==> config.mk <==
export PLATFORM = sky130hd
export DESIGN_NAME = bp_be_dcache_uc_store_buffer
export DESIGN_NICKNAME = d
export VERILOG_FILES = /design/src/rtl/bp_be_dcache_pkg.sv /design/src/rtl/bp_be_dcache_uc_credit_counter.sv /design/src/rtl/bp_be_dcache_uc_store_buffer.sv
export SDC_FILE = /design/constraint.sdc
export NUM_CORES = 1
export LEC_CHECK = 0
export CORE_ASPECT_RATIO = 0.75
export CORE_MARGIN = 3
export CORE_UTILIZATION = 63
export CTS_CLUSTER_SIZE = 40
export DETAILED_ROUTE_END_ITERATION = 6
export DONT_BUFFER_PORTS = 1
export GPL_TIMING_DRIVEN = 0
export PLACE_DENSITY = 0.79
export SKIP_CTS_REPAIR_TIMING = 1
export SLEW_MARGIN = 20
export SYNTH_ARGS = -nofsm -noshare
export SYNTH_HDL_FRONTEND = slang
export SYNTH_SLANG_ARGS = --single-unit
export TNS_END_PERCENT = 30
==> constraint.sdc <==
create_clock -name clk_i -period 2.75 [get_ports clk_i]
set_clock_uncertainty 0.05 [all_clocks]
set_input_delay 0.55 -clock clk_i [delete_from_list [all_inputs] [get_ports clk_i]]
set_output_delay 0.55 -clock clk_i [all_outputs]
set_load 0.01 [all_outputs]
==> src/rtl/bp_be_dcache_pkg.sv <==
// Shared dcache types: uncached store entry, size encodings and the LCE request
// format / CCE id mapping used by the uncached store buffer.
package bp_be_dcache_pkg;

   localparam int paddr_width_p         = 40;
   localparam int dword_width_p         = 64;
   localparam int lce_id_width_p        = 4;
   localparam int cce_id_width_p        = 4;
   localparam int block_offset_width_lp = 6;

   typedef enum logic [1:0] {
      e_uc_size_1B = 2'd0,
      e_uc_size_2B = 2'd1,
      e_uc_size_4B = 2'd2,
      e_uc_size_8B = 2'd3
   } bp_be_dcache_uc_size_e;

   typedef enum logic [2:0] {
      e_mem_msg_size_1  = 3'd0,
      e_mem_msg_size_2  = 3'd1,
      e_mem_msg_size_4  = 3'd2,
      e_mem_msg_size_8  = 3'd3,
      e_mem_msg_size_16 = 3'd4,
      e_mem_msg_size_32 = 3'd5,
      e_mem_msg_size_64 = 3'd6
   } bp_mem_msg_size_e;

   typedef enum logic [1:0] {
      e_lce_req_type_rd    = 2'd0,
      e_lce_req_type_wr    = 2'd1,
      e_lce_req_type_uc_rd = 2'd2,
      e_lce_req_type_uc_wr = 2'd3
   } bp_lce_cce_req_type_e;

   typedef struct packed {
      logic [paddr_width_p-1:0] addr;
      logic [dword_width_p-1:0] data;
      logic [1:0]               size;
   } bp_be_dcache_uc_store_entry_s;

   typedef struct packed {
      logic [cce_id_width_p-1:0] dst_id;
      logic [lce_id_width_p-1:0] src_id;
      bp_lce_cce_req_type_e      msg_type;
      logic                      non_exclusive;
      logic [2:0]                lru_way_id;
      bp_mem_msg_size_e          size;
      logic [paddr_width_p-1:0]  addr;
      logic [dword_width_p-1:0]  data;
   } bp_lce_cce_req_s;

   localparam int lce_cce_req_width_lp = $bits(bp_lce_cce_req_s);

   // CCEs are interleaved on cache-block granularity.
   function automatic logic [cce_id_width_p-1:0] bp_me_addr_to_cce_id(
      input logic [paddr_width_p-1:0] paddr
   );
      return cce_id_width_p'(paddr >> block_offset_width_lp);
   endfunction

endpackage

==> src/rtl/bp_be_dcache_uc_credit_counter.sv <==
// Up/down counter of outstanding uncached writes; holds at zero on an
// unmatched return and exposes a registered full flag.
module bp_be_dcache_uc_credit_counter #(
   parameter int credits_p = 8,
   localparam int width_lp = $clog2(credits_p + 1)
) (
   input  logic                clk_i,
   input  logic                reset_i,
   input  logic                inc_i,
   input  logic                dec_i,
   output logic [width_lp-1:0] count_o,
   output logic                full_o,
   output logic                zero_o
);

   logic [width_lp-1:0] count_q, count_d;
   logic                full_q, full_d;

   always_comb begin
      count_d = count_q;
      if (inc_i && !dec_i) begin
         count_d = count_q + 1'b1;
      end else if (dec_i && !inc_i && (count_q != '0)) begin
         count_d = count_q - 1'b1;
      end
      full_d = (count_d == width_lp'(credits_p));
   end

   always_ff @(posedge clk_i) begin
      if (reset_i) begin
         count_q <= '0;
         full_q  <= 1'b0;
      end else begin
         count_q <= count_d;
         full_q  <= full_d;
      end
   end

   assign count_o = count_q;
   assign full_o  = full_q;
   assign zero_o  = (count_q == '0);

`ifndef SYNTHESIS
   underflow_a: assert property (@(posedge clk_i) disable iff (reset_i)
      !(dec_i && !inc_i && (count_q == '0)));
`endif

endmodule

==> src/rtl/bp_be_dcache_uc_store_buffer.sv <==
// Uncached store buffer feeding uc_wr requests onto the LCE request channel.
// Optional same-cycle bypass into an idle buffer: BP_DCACHE_UC_STORE_BYPASS_EN.
module bp_be_dcache_uc_store_buffer
   import bp_be_dcache_pkg::*;
#(
   parameter int els_p     = 4,
   parameter int credits_p = 8
) (
   input  logic                            clk_i,
   input  logic                            reset_i,
   input  logic [lce_id_width_p-1:0]       lce_id_i,
   input  logic                            uc_store_v_i,
   input  logic [paddr_width_p-1:0]        uc_store_addr_i,
   input  logic [dword_width_p-1:0]        uc_store_data_i,
   input  logic [1:0]                      uc_store_size_i,
   output logic                            uc_store_ready_o,
   output logic [lce_cce_req_width_lp-1:0] lce_req_o,
   output logic                            lce_req_v_o,
   input  logic                            lce_req_ready_i,
   input  logic                            credit_return_i,
   output logic                            credits_full_o,
   output logic                            empty_o
);

   localparam int idx_width_lp    = $clog2(els_p);
   localparam int credit_width_lp = $clog2(credits_p + 1);

   bp_be_dcache_uc_store_entry_s mem_q [els_p];
   bp_be_dcache_uc_store_entry_s mem_d [els_p];
   logic [idx_width_lp:0]        wptr_q, wptr_d, rptr_q, rptr_d;

   logic full, empty, accept, wr_en, deq_v, bypass;
   logic credits_full, credits_zero;
   logic [credit_width_lp-1:0] credit_count;

   bp_be_dcache_uc_store_entry_s in_entry, head_entry, send_entry;
   bp_lce_cce_req_s              req;

   assign empty = (wptr_q == rptr_q);
   assign full  = (wptr_q[idx_width_lp-1:0] == rptr_q[idx_width_lp-1:0])
                && (wptr_q[idx_width_lp] != rptr_q[idx_width_lp]);

   assign uc_store_ready_o = ~full;
   assign accept           = uc_store_v_i & ~full;
   assign deq_v            = ~empty & lce_req_ready_i & ~credits_full;

`ifdef BP_DCACHE_UC_STORE_BYPASS_EN
   assign bypass = accept & empty & ~credits_full & lce_req_ready_i;
`else
   assign bypass = 1'b0;
`endif

   assign wr_en       = accept & ~bypass;
   assign lce_req_v_o = deq_v | bypass;

   always_comb begin
      in_entry      = '0;
      in_entry.addr = uc_store_addr_i;
      in_entry.data = uc_store_data_i;
      in_entry.size = uc_store_size_i;
   end

   assign head_entry = mem_q[rptr_q[idx_width_lp-1:0]];

   // Power-of-two depth: plain increment wraps the index and toggles the wrap bit.
   always_comb begin
      mem_d  = mem_q;
      wptr_d = wptr_q;
      rptr_d = rptr_q;
      if (wr_en) begin
         mem_d[wptr_q[idx_width_lp-1:0]] = in_entry;
         wptr_d = wptr_q + 1'b1;
      end
      if (deq_v) begin
         rptr_d = rptr_q + 1'b1;
      end
   end

   always_ff @(posedge clk_i) begin
      if (reset_i) begin
         mem_q  <= '{default: '0};
         wptr_q <= '0;
         rptr_q <= '0;
      end else begin
         mem_q  <= mem_d;
         wptr_q <= wptr_d;
         rptr_q <= rptr_d;
      end
   end

   always_comb begin
      send_entry = bypass ? in_entry : head_entry;
      req          = '0;
      req.dst_id   = bp_me_addr_to_cce_id(send_entry.addr);
      req.src_id   = lce_id_i;
      req.msg_type = e_lce_req_type_uc_wr;
      req.size     = bp_mem_msg_size_e'({1'b0, send_entry.size});
      req.addr     = send_entry.addr;
      req.data     = send_entry.data;
   end

   assign lce_req_o = req;

   bp_be_dcache_uc_credit_counter #(
      .credits_p (credits_p)
   ) credit_counter (
      .clk_i   (clk_i),
      .reset_i (reset_i),
      .inc_i   (lce_req_v_o),
      .dec_i   (credit_return_i),
      .count_o (credit_count),
      .full_o  (credits_full),
      .zero_o  (credits_zero)
   );

   assign credits_full_o = credits_full;
   assign empty_o        = empty & credits_zero;

`ifndef SYNTHESIS
   no_write_full_a: assert property (@(posedge clk_i) disable iff (reset_i)
      !(wr_en && full));
   dword_align_a: assert property (@(posedge clk_i) disable iff (reset_i)
      !(uc_store_v_i && (uc_store_size_i == e_uc_size_8B) && (uc_store_addr_i[2:0] != 3'b000)));
   credit_bound_a: assert property (@(posedge clk_i) disable iff (reset_i)
      credit_count <= credit_width_lp'(credits_p));
`endif

endmodule

==> run summary, run 1 <==
At the later pin of the worst-skew pair, clock insertion delay measures 0.55 ns. The tightest min-delay check is of the in -> reg type. The final number of setup-violating endpoints was 4. The sink of the worst hold path was mem_q[2]$_SDFFE_PP0P_.

The post-synthesis async set-or-reset flop share is 0, and the total routing usage reported by global routing is 0.347. For the number of optimization iterations in the first detailed-route pass, the log shows 6. CTS placed an instance of sky130_fd_sc_hd__clkbuf_16 at the clock tree root. In this run the worst path has a maximum fanout of 10.

Counting every instance in the synthesized netlist gives 2067. The logs give 0.374 for the share of power burned in the clock network and 0.490 for the part of the Yosys area used for sequential elements. The number of antenna cells inserted is 0. The run finished, with violations left. The portion of total power attributed to sequential cells is 0.446, and the largest stage delay on the critical path is 0.41 ns. In this run the critical register-to-register path is captured at mem_q[173]$_SDFFE_PP0P_. The via count of the first global-routing pass is 14.8k. The total count of hold-check failures in the final report came out at 0. The power per cell area was 770 mW/mm^2. On the critical path, the stage with the largest delay is an instance of sky130_fd_sc_hd__dfxtp_1.

The checks that failed: setup timing. For the vias after detailed routing, the log shows 15.2k. The tightest hold path in the finished design has a slack of 0.0758 ns. The logs give 0 for the number of antenna-violating nets in the routed design and 15 for the largest net degree at the start of global routing. The clock sink count came out at 435. STA classifies the critical path endpoint as an output port.

In the final timing run, aggregate negative setup slack is -0.0380 ns. Counting the buffers created by CTS gives 41. The part of the power in combinational logic was 0.180; the relative max-transition margin was 0.320. The average instance in the mapped netlist occupies 8.60 um^2.

The tools report the post-route worst setup slack as -0.0178 ns. In this run the critical register-to-register path is launched from rptr_q[0]$_SDFFE_PP0P_. The run gives 0 as the number of antenna violations at the first check in global routing.

The design draws 15.2 mW. The fraction of final layout cells sized beyond drive strength 1 came out at 0.130. Counting instances, the worst hold path has a depth of 2. The cell area that synthesis handed to floorplanning was 0.0178 mm^2. Traced cell by cell, the critical path runs through buf_6, buf_6, buf_4, mux4_2, buf_4.

At the placement stage, the worst setup path has a slack of -0.227 ns. Dividing the detail-routed wire length by the instance count gives 21.1 um. The via count normalized by instance count is 6.03, and the x dimension of the die is 200 um. The count of cells in the finished layout, fillers not included, comes to 2524. In this run the most critical hold path is launched from uc_store_data_i[0].

The area growth from synthesis to layout is 11.1%. IR analysis of the VDD net gives a maximum drop of 0.000569 V. The final number of max-transition violations is 0, and the placed standard-cell area is 0.0183 mm^2.

STA classifies the critical path startpoint as a flop. Across the run, the number of max-cap violations was 0. From bottom edge to top edge, the die measures 151 um. The fraction of power spent switching nets was 0.281; the share of the synthesized area in the top cell type was 0.490.

The transition time at the pin with the least slew margin is 1.02 ns. The run gives 0.361 GHz as the maximum clock rate. Clock-pin slew was measured on the worst setup and hold paths at 0.07 ns. Across all register-to-register paths, the minimum setup slack is 0.10 ns. The analysis attributes to cell leakage a power of 6.70 nW. The Yosys step of the flow raised 0 warnings.

The worst setup path is of the reg -> out kind. The final layout contains 2237 nets. Input and output buffers added on the ports amount to 0. The tools report the number of remaining DRC errors as 0.

Summed over all instances, the cell type with the most area after synthesis is sky130_fd_sc_hd__dfxtp_1. The initial core utilization is 0.649. The maximum buffer depth of the clock tree came out at 3. After global routing the overflow that remains totals 0.

The top flip-flop cell by instance count after synthesis was sky130_fd_sc_hd__dfxtp_1. The number of synthesized register bits came out at 435. In this run the standard cell core region covers 0.0274 mm^2.

Path depth of the worst reg2reg path: 10. The tools report the core utilization of the finished layout as 0.720. For the worst setup path, the data arrival time is 2.17 ns.

For the internal power contribution, the log shows 10.9 mW. By area the synthesized netlist is led by sky130_fd_sc_hd__dfxtp_1 49%, sky130_fd_sc_hd__nand2_1 18%, sky130_fd_sc_hd__mux4_2 13%. 240 I/O pins were placed. The number of placed instances, taps included came out at 2450. After detailed routing, the total wire length is 53100 um. The switching component of the power was 4.26 mW; the wire length of the first global-routing pass was 81300 um. Number of distinct library cells after synthesis: 36. After legalization and detailed placement, the total HPWL measured 35800 um. Setup repair after global routing could not meet its margin everywhere. The H-tree was split into 2 levels. The floorplan has 52 rows.

The logs give 0.0303 mm^2 for the die footprint and 2.15 ns for the worst endpoint required time. TritonCTS built the clock tree. The first routing iteration left 1668 violations. Clock period minus final worst setup slack: 2.77 ns. The tools report the design area as 0.0197 mm^2. The final RePlAce weighted congestion came out at 0.892.

The number of enable flip-flop cells after synthesis was 0. Final cycle utilization of the critical path: 1.01.
-- critical path: cells and delay by family (launching register included) --
| family | cells | cell delay [ns] |
|---|---|---|
| buf+inv | 4 | 0.82 |
| flops | 1 | 0.41 |
| mux | 1 | 0.38 |
-- registers in the layout (all words and copies together), names as in the netlist --
signal and flops:
credit_counter.count_o 4, credit_counter.full_o 1, mem_q 424, rptr_q 3
wptr_q 3
-- power groups by stage --
stage	clock network [mW]	logic (mW)	registers, mW
after floorplan	0	1.98	6.84
after global placement	0	2.57	6.88
after detailed placement	0	2.62	6.89
after CTS	5.72	2.64	6.76
after global routing	5.96	2.93	6.80
final	5.69	2.74	6.77
-- cell families (layout without fill, tap and decap cells) --
| family | count (synthesis) | in the layout | synth area share |
|---|---|---|---|
| and+or+nand+nor | 882 | 882 | 0.189 |
| xor gates and xnor gates | 10 | 10 | 0.00535 |
| DFF | 435 | 435 | 0.490 |
| other | 2 | 7 | 0.000423 |
| muxes | 107 | 107 | 0.135 |
| adders and majority gates | 7 | 7 | 0.00493 |
| buffers and inverters | 187 | 261 | 0.0504 |
| AOI/OAI and AO/OA | 437 | 437 | 0.125 |
-- synth_stat cells (all sizes together), types with 2 or more instances --
library cell,n
nand2,855
dfxtp,435
a21oi,425
mux4,106
clkbuf,91
buf,90
nor2,12
ha,7
inv,6
xnor2,6
and2,5
xor2,4
a211oi,3
conb,2
nor4,2
o311ai,2
-- layer usage --
metal / share of wire / up-vias / GRT usage
met2: 0.45 / 843 / 0.528
met3: 0.12 / 114 / 0.0985
li1: - / 6969 / -
met4: 0.032 / 0 / 0.119
met1: 0.40 / 7301 / 0.480
met5: 0 / - / 0
-- worst max-delay path by stage --
stage	to	slack [ns]	from	depth (start not counted)
2_1_floorplan	lce_req_o[117]	0.37	rptr_q[1]$_SDFFE_PP0P_	4
3_3_place_gp	lce_req_o[63]	-0.21	rptr_q[1]$_SDFFE_PP0P_	4
3_5_place_dp	lce_req_o[117]	-0.23	rptr_q[0]$_SDFFE_PP0P_	5
4_1_cts	lce_req_o[117]	-0.84	rptr_q[0]$_SDFFE_PP0P_	5
5_1_grt	lce_req_o[117]	-0.06	rptr_q[0]$_SDFFE_PP0P_	5
6_report	lce_req_o[117]	-0.02	rptr_q[0]$_SDFFE_PP0P_	5
-- cell usage in the layout (no fill, tap or decap), types with 2 or more instances in the layout --
cell type / instances
sky130_fd_sc_hd__a211oi_1: 3
sky130_fd_sc_hd__a21oi_1: 425
sky130_fd_sc_hd__and2_1: 5
sky130_fd_sc_hd__buf_2: 42
sky130_fd_sc_hd__buf_4: 35
sky130_fd_sc_hd__buf_6: 5
sky130_fd_sc_hd__clkbuf_1: 90
sky130_fd_sc_hd__clkbuf_16: 43
sky130_fd_sc_hd__clkbuf_2: 4
sky130_fd_sc_hd__clkbuf_4: 15
sky130_fd_sc_hd__clkbuf_8: 11
sky130_fd_sc_hd__clkinv_2: 6
sky130_fd_sc_hd__conb_1: 7
sky130_fd_sc_hd__dfxtp_1: 435
sky130_fd_sc_hd__ha_1: 7
sky130_fd_sc_hd__inv_1: 6
sky130_fd_sc_hd__mux4_2: 106
sky130_fd_sc_hd__nand2_1: 851
sky130_fd_sc_hd__nand2_2: 4
sky130_fd_sc_hd__nor2_1: 12
sky130_fd_sc_hd__nor4_1: 2
sky130_fd_sc_hd__o311ai_1: 2
sky130_fd_sc_hd__xnor2_1: 6
sky130_fd_sc_hd__xor2_1: 2
-- final cells by class --
type / instances / area, um^2
clock buffers: 65 / 1270
multi-input cells: 1450 / 8210
flip-flops and latches: 435 / 8710
fillers: 2067 / 7660
plain buffers: 181 / 973
inverters: 6 / 22.5
well taps: 378 / 473
clock inverters: 9 / 76.3
Note: power is estimated with default switching activity, not from simulation.
==> run 2: changes to the inputs <==
- ABC_AREA: not set -> 1
- CORE_UTILIZATION: 63 -> 64
- PLACE_DENSITY: 0.79 -> 0.8
==> run summary, run 2 <==
The fraction of synthesized cell area in xor and xnor cells works out to 0.000451 (was 0.00535). The number of stages on the worst hold path is 2 (unchanged), and the final RePlAce weighted congestion is 0.895 (was 0.892). For the leakage dissipation, the log shows 7.63 nW (was 6.70 nW).

The number of buffers inserted during clock tree synthesis is 42 (was 41). The run gives 0 (unchanged) as the Yosys warning count. The total routed wirelength was 64800 um (was 53100 um); the wire length of the first global-routing pass was 98300 um (was 81300 um). The clock period minus final worst setup slack works out to 2.73 ns (was 2.77 ns). For the largest vdd supply drop, the log shows 0.000626 V (was 0.000569 V). Worst hold-check path type: in -> reg (unchanged). The DRC violation total after the first TritonRoute iteration was 2720 (was 1668); the post-synthesis cell count was 2596 (was 2067). The leading cell type by number of instances after synthesis is sky130_fd_sc_hd__nand2_1 (unchanged). For the total routing usage reported by global routing, the log shows 0.373 (was 0.347).

Area growth from synthesis to layout: 13.1% (was 11.1%). For the clock sink count, the log shows 435 (unchanged). For the via count of the first global-routing pass, the log shows 18.1k (was 14.8k). The tools report the endpoint class of the critical path as an output port (unchanged). The worst endpoint required time was 2.15 ns (about the same); the final number of setup-violating endpoints was 0 (was 4). Type of the worst setup path: reg -> out (unchanged). The number of rows created at floorplan was 54 (was 52); the vias after detailed routing was 19.6k (was 15.2k).

Dominant combinational cell family by area after synthesis: simple AND/OR/NAND/NOR gates (unchanged). The portion of total power attributed to sequential cells was 0.390 (was 0.446). The total count of hold-check failures in the final report is 0 (unchanged), and the largest net degree at the start of global routing is 16 (was 15). The number of levels in the clock H-tree came out at 2 (unchanged).

The cell chosen for the clock root is sky130_fd_sc_hd__clkbuf_16 (unchanged). The number of optimization iterations in the first detailed-route pass was 7 (was 6); the area share of and/or/nand/nor cells after synthesis was 0.259 (was 0.189). The most frequent standard cell in the layout excluding fill and tap cells is sky130_fd_sc_hd__nand2_1 (unchanged). The fraction of power spent switching nets is 0.334 (was 0.281), and the number of enable flip-flop cells after synthesis is 0 (unchanged). The tools report the die footprint as 0.0325 mm^2 (was 0.0303 mm^2). Synth top area cells: sky130_fd_sc_hd__dfxtp_1 45%, sky130_fd_sc_hd__nand2_1 11%, sky130_fd_sc_hd__a21oi_1 9.5% (was sky130_fd_sc_hd__dfxtp_1 49%, sky130_fd_sc_hd__nand2_1 18%, sky130_fd_sc_hd__mux4_2 13%).

For the relative max-transition margin, the log shows 0.281 (was 0.320). Ranking of synthesized cells by instance count: 557 x sky130_fd_sc_hd__nand2_1, 435 x sky130_fd_sc_hd__dfxtp_1, 370 x sky130_fd_sc_hd__a21oi_1 (was 855 x sky130_fd_sc_hd__nand2_1, 435 x sky130_fd_sc_hd__dfxtp_1, 425 x sky130_fd_sc_hd__a21oi_1). Complex-gate fraction of the synthesized area: 0.214 (was 0.125). The total power is 17.4 mW (was 15.2 mW), and the internal power contribution is 11.6 mW (was 10.9 mW).

The setup TNS is 0 ns (was -0.0380 ns). The most flop-heavy register is mem_q (unchanged). The via count normalized by instance count is 6.38 (was 6.03). The tools report the kind of launch point of the worst setup path as a flop (unchanged). The final number of max-transition violations came out at 0 (unchanged).

For the switching component of the power, the log shows 5.82 mW (was 4.26 mW). The worst-skew pair later-pin latency is 0.57 ns (was 0.55 ns), and the post-layout net count is 2767 (was 2237). The final hold slack came out at 0.0646 ns (was 0.0758 ns). Highest-count cells in the layout ignoring fill and taps: 557 x sky130_fd_sc_hd__nand2_1, 435 x sky130_fd_sc_hd__dfxtp_1, 370 x sky130_fd_sc_hd__a21oi_1 (was 851 x sky130_fd_sc_hd__nand2_1, 435 x sky130_fd_sc_hd__dfxtp_1, 425 x sky130_fd_sc_hd__a21oi_1). The tools report the number of remaining DRC errors as 5 (was 0). The maximum clock rate was 0.367 GHz (was 0.361 GHz); the number of port buffers was 0 (unchanged).

The average size of a mapped cell was 7.48 um^2 (was 8.60 um^2); the clock-pin slew on the worst setup and hold paths was 0.07 ns (about the same). The power per cell area is 792 mW/mm^2 (was 770 mW/mm^2). Max-capacitance violation count: 0 (unchanged). The tools report the total standard cell area after synthesis as 0.0194 mm^2 (was 0.0178 mm^2).

The estimated wirelength of the detail-placed design was 44500 um (was 35800 um); the number of synthesized register bits was 435 (unchanged). Per-cell routed wire length: 21.1 um (about the same). The logs give 3 (unchanged) for the maximum buffer depth of the clock tree and 30 (was 36) for the number of distinct library cells after synthesis. TritonCTS built the clock tree.

The fill cell instance count of the final layout was 2220 (was 2067); the fraction of final layout cells sized beyond drive strength 1 was 0.161 (was 0.130). Post-synthesis adder-cell area fraction: 0.00451 (was 0.00493). The number of antenna-violating nets in the routed design is 0 (unchanged), and the highest fanout seen on the critical path is 10 (unchanged). The x dimension of the die was 207 um (was 200 um); the transition time at the pin with the least slew margin was 1.08 ns (was 1.02 ns). The run finished, with violations left. The part of the power in combinational logic is 0.253 (was 0.180), and the path depth of the worst reg2reg path is 7 (was 10). Setup repair after global routing could not meet its margin everywhere. The run gives 0 (unchanged) as the overflow left after global routing. Share of power burned in the clock network: 0.357 (was 0.374). The arrival time reported for the critical path endpoint came out at 2.13 ns (was 2.17 ns). The run gives 1 (was 0) as the number of antenna violations at the first check in global routing. Cell type contributing the most total cell area after synthesis: sky130_fd_sc_hd__dfxtp_1 (unchanged). The share of the synthesized area in the top cell type was 0.449 (was 0.490). The number of antenna cells inserted was 0 (unchanged). The chip height was 157 um (was 151 um). The final cycle utilization of the critical path works out to 0.992 (was 1.01). Failing checks: DRC (was setup timing). The floorplan core area came out at 0.0295 mm^2 (was 0.0274 mm^2). Initial core utilization: 0.659 (was 0.649).

For the count of boundary I/O pins, the log shows 240 (unchanged). Number of flip-flops under the largest register name: 424 (unchanged). The multiplexer fraction of the synthesized cell area was 0 (was 0.135). Part of the Yosys area used for sequential elements: 0.449 (was 0.490). The post-synthesis async set-or-reset flop share is 0 (unchanged).

Top flip-flop cell by instance count after synthesis: sky130_fd_sc_hd__dfxtp_1 (unchanged).
==> run 2: changes by cell type after synthesis, moves of 9 or more <==
cell,previous run,this run
sky130_fd_sc_hd__a21oi_1,425,370
sky130_fd_sc_hd__a21oi_2,0,62
sky130_fd_sc_hd__buf_1,12,23
sky130_fd_sc_hd__buf_2,44,53
sky130_fd_sc_hd__clkbuf_1,91,131
sky130_fd_sc_hd__inv_1,6,15
sky130_fd_sc_hd__mux4_2,106,0
sky130_fd_sc_hd__nand2_1,855,557
sky130_fd_sc_hd__nand3_1,1,261
sky130_fd_sc_hd__nand3_2,0,67
sky130_fd_sc_hd__nor2_1,12,220
sky130_fd_sc_hd__o21ai_0,1,217
sky130_fd_sc_hd__o22ai_1,1,106
==> run 2: metal layers <==
metal	share of wire	global-route usage	wire length, um	vias up
met2	0.42	0.551	27500	1288
met3	0.13	0.106	8500	209
met5	0.00020	0	13	-
li1	-	-	-	8907
met4	0.041	0.149	2650	2
met1	0.40	0.520	26200	9174
==> run 2: critical path, cell delays in order, from the launching register on <==
cell	delay (ns)
sky130_fd_sc_hd__dfxtp_1	0.36
sky130_fd_sc_hd__buf_6	0.17
sky130_fd_sc_hd__buf_8	0.19
sky130_fd_sc_hd__buf_6	0.20
sky130_fd_sc_hd__buf_4	0.20
sky130_fd_sc_hd__nor2_1	0.07
sky130_fd_sc_hd__o22ai_2	0.18
sky130_fd_sc_hd__buf_4	0.17
==> run 2: path summary, 6_finish.rpt <==
check	startpoint	to	slack (ns)
setup reg to reg	wptr_q[1]$_SDFFE_PP0P_	mem_q[308]$_SDFFE_PP0P_	0.17
hold reg to reg	mem_q[172]$_SDFFE_PP0P_	mem_q[172]$_SDFFE_PP0P_	0.41
hold / removal	uc_store_addr_i[21]	mem_q[87]$_SDFFE_PP0P_	0.06
setup / recovery	rptr_q[0]$_SDFFE_PP0P_	lce_req_o[120]	0.02
==> run 2: metrics by stage <==
step                std cells  instance area [um^2]   util  setup slack [ns]
floorplan                2601                 19400      -             0.479
CTS                      3069                 21400  0.726             -1.06
detailed placement       2993                 19900  0.676            -0.464
global route             3069                 22000  0.745           -0.0394
global placement         2993                 19900  0.676            -0.407
finish                   3069                 22000  0.745            0.0218
==> run 2: power groups by stage <==
stage	Clock, mW	Combinational [mW]	Sequential, mW
final	6.21	4.40	6.78
after floorplan	0	2.74	6.86
after global placement	0	3.78	6.89
after CTS	6.18	3.88	6.77
after detailed placement	0	3.85	6.91
after global routing	6.45	4.71	6.80
==> run 2: cells by family (layout without fill, tap and decap cells) <==
logic type	count (synthesis)	after routing
and+or+nand+nor	1118	1118
AOI/OAI and AO/OA	755	755
DFF	435	435
buffers and inverters	278	354
adders and majority gates	7	7
other	2	7
xor gates and xnor gates	1	1
==> run 2: layout make-up <==
cell class	instances	area, um^2	share of cell area
Sequential cell	435	8710	0.397
Clock buffer	62	1260	0.0574
Inverter	19	83.8	0.00382
Buffer	259	1510	0.0688
Clock inverter	14	200	0.00912
Tap cell	392	490	0.0223
Multi-Input combinational cell	1888	9710	0.442
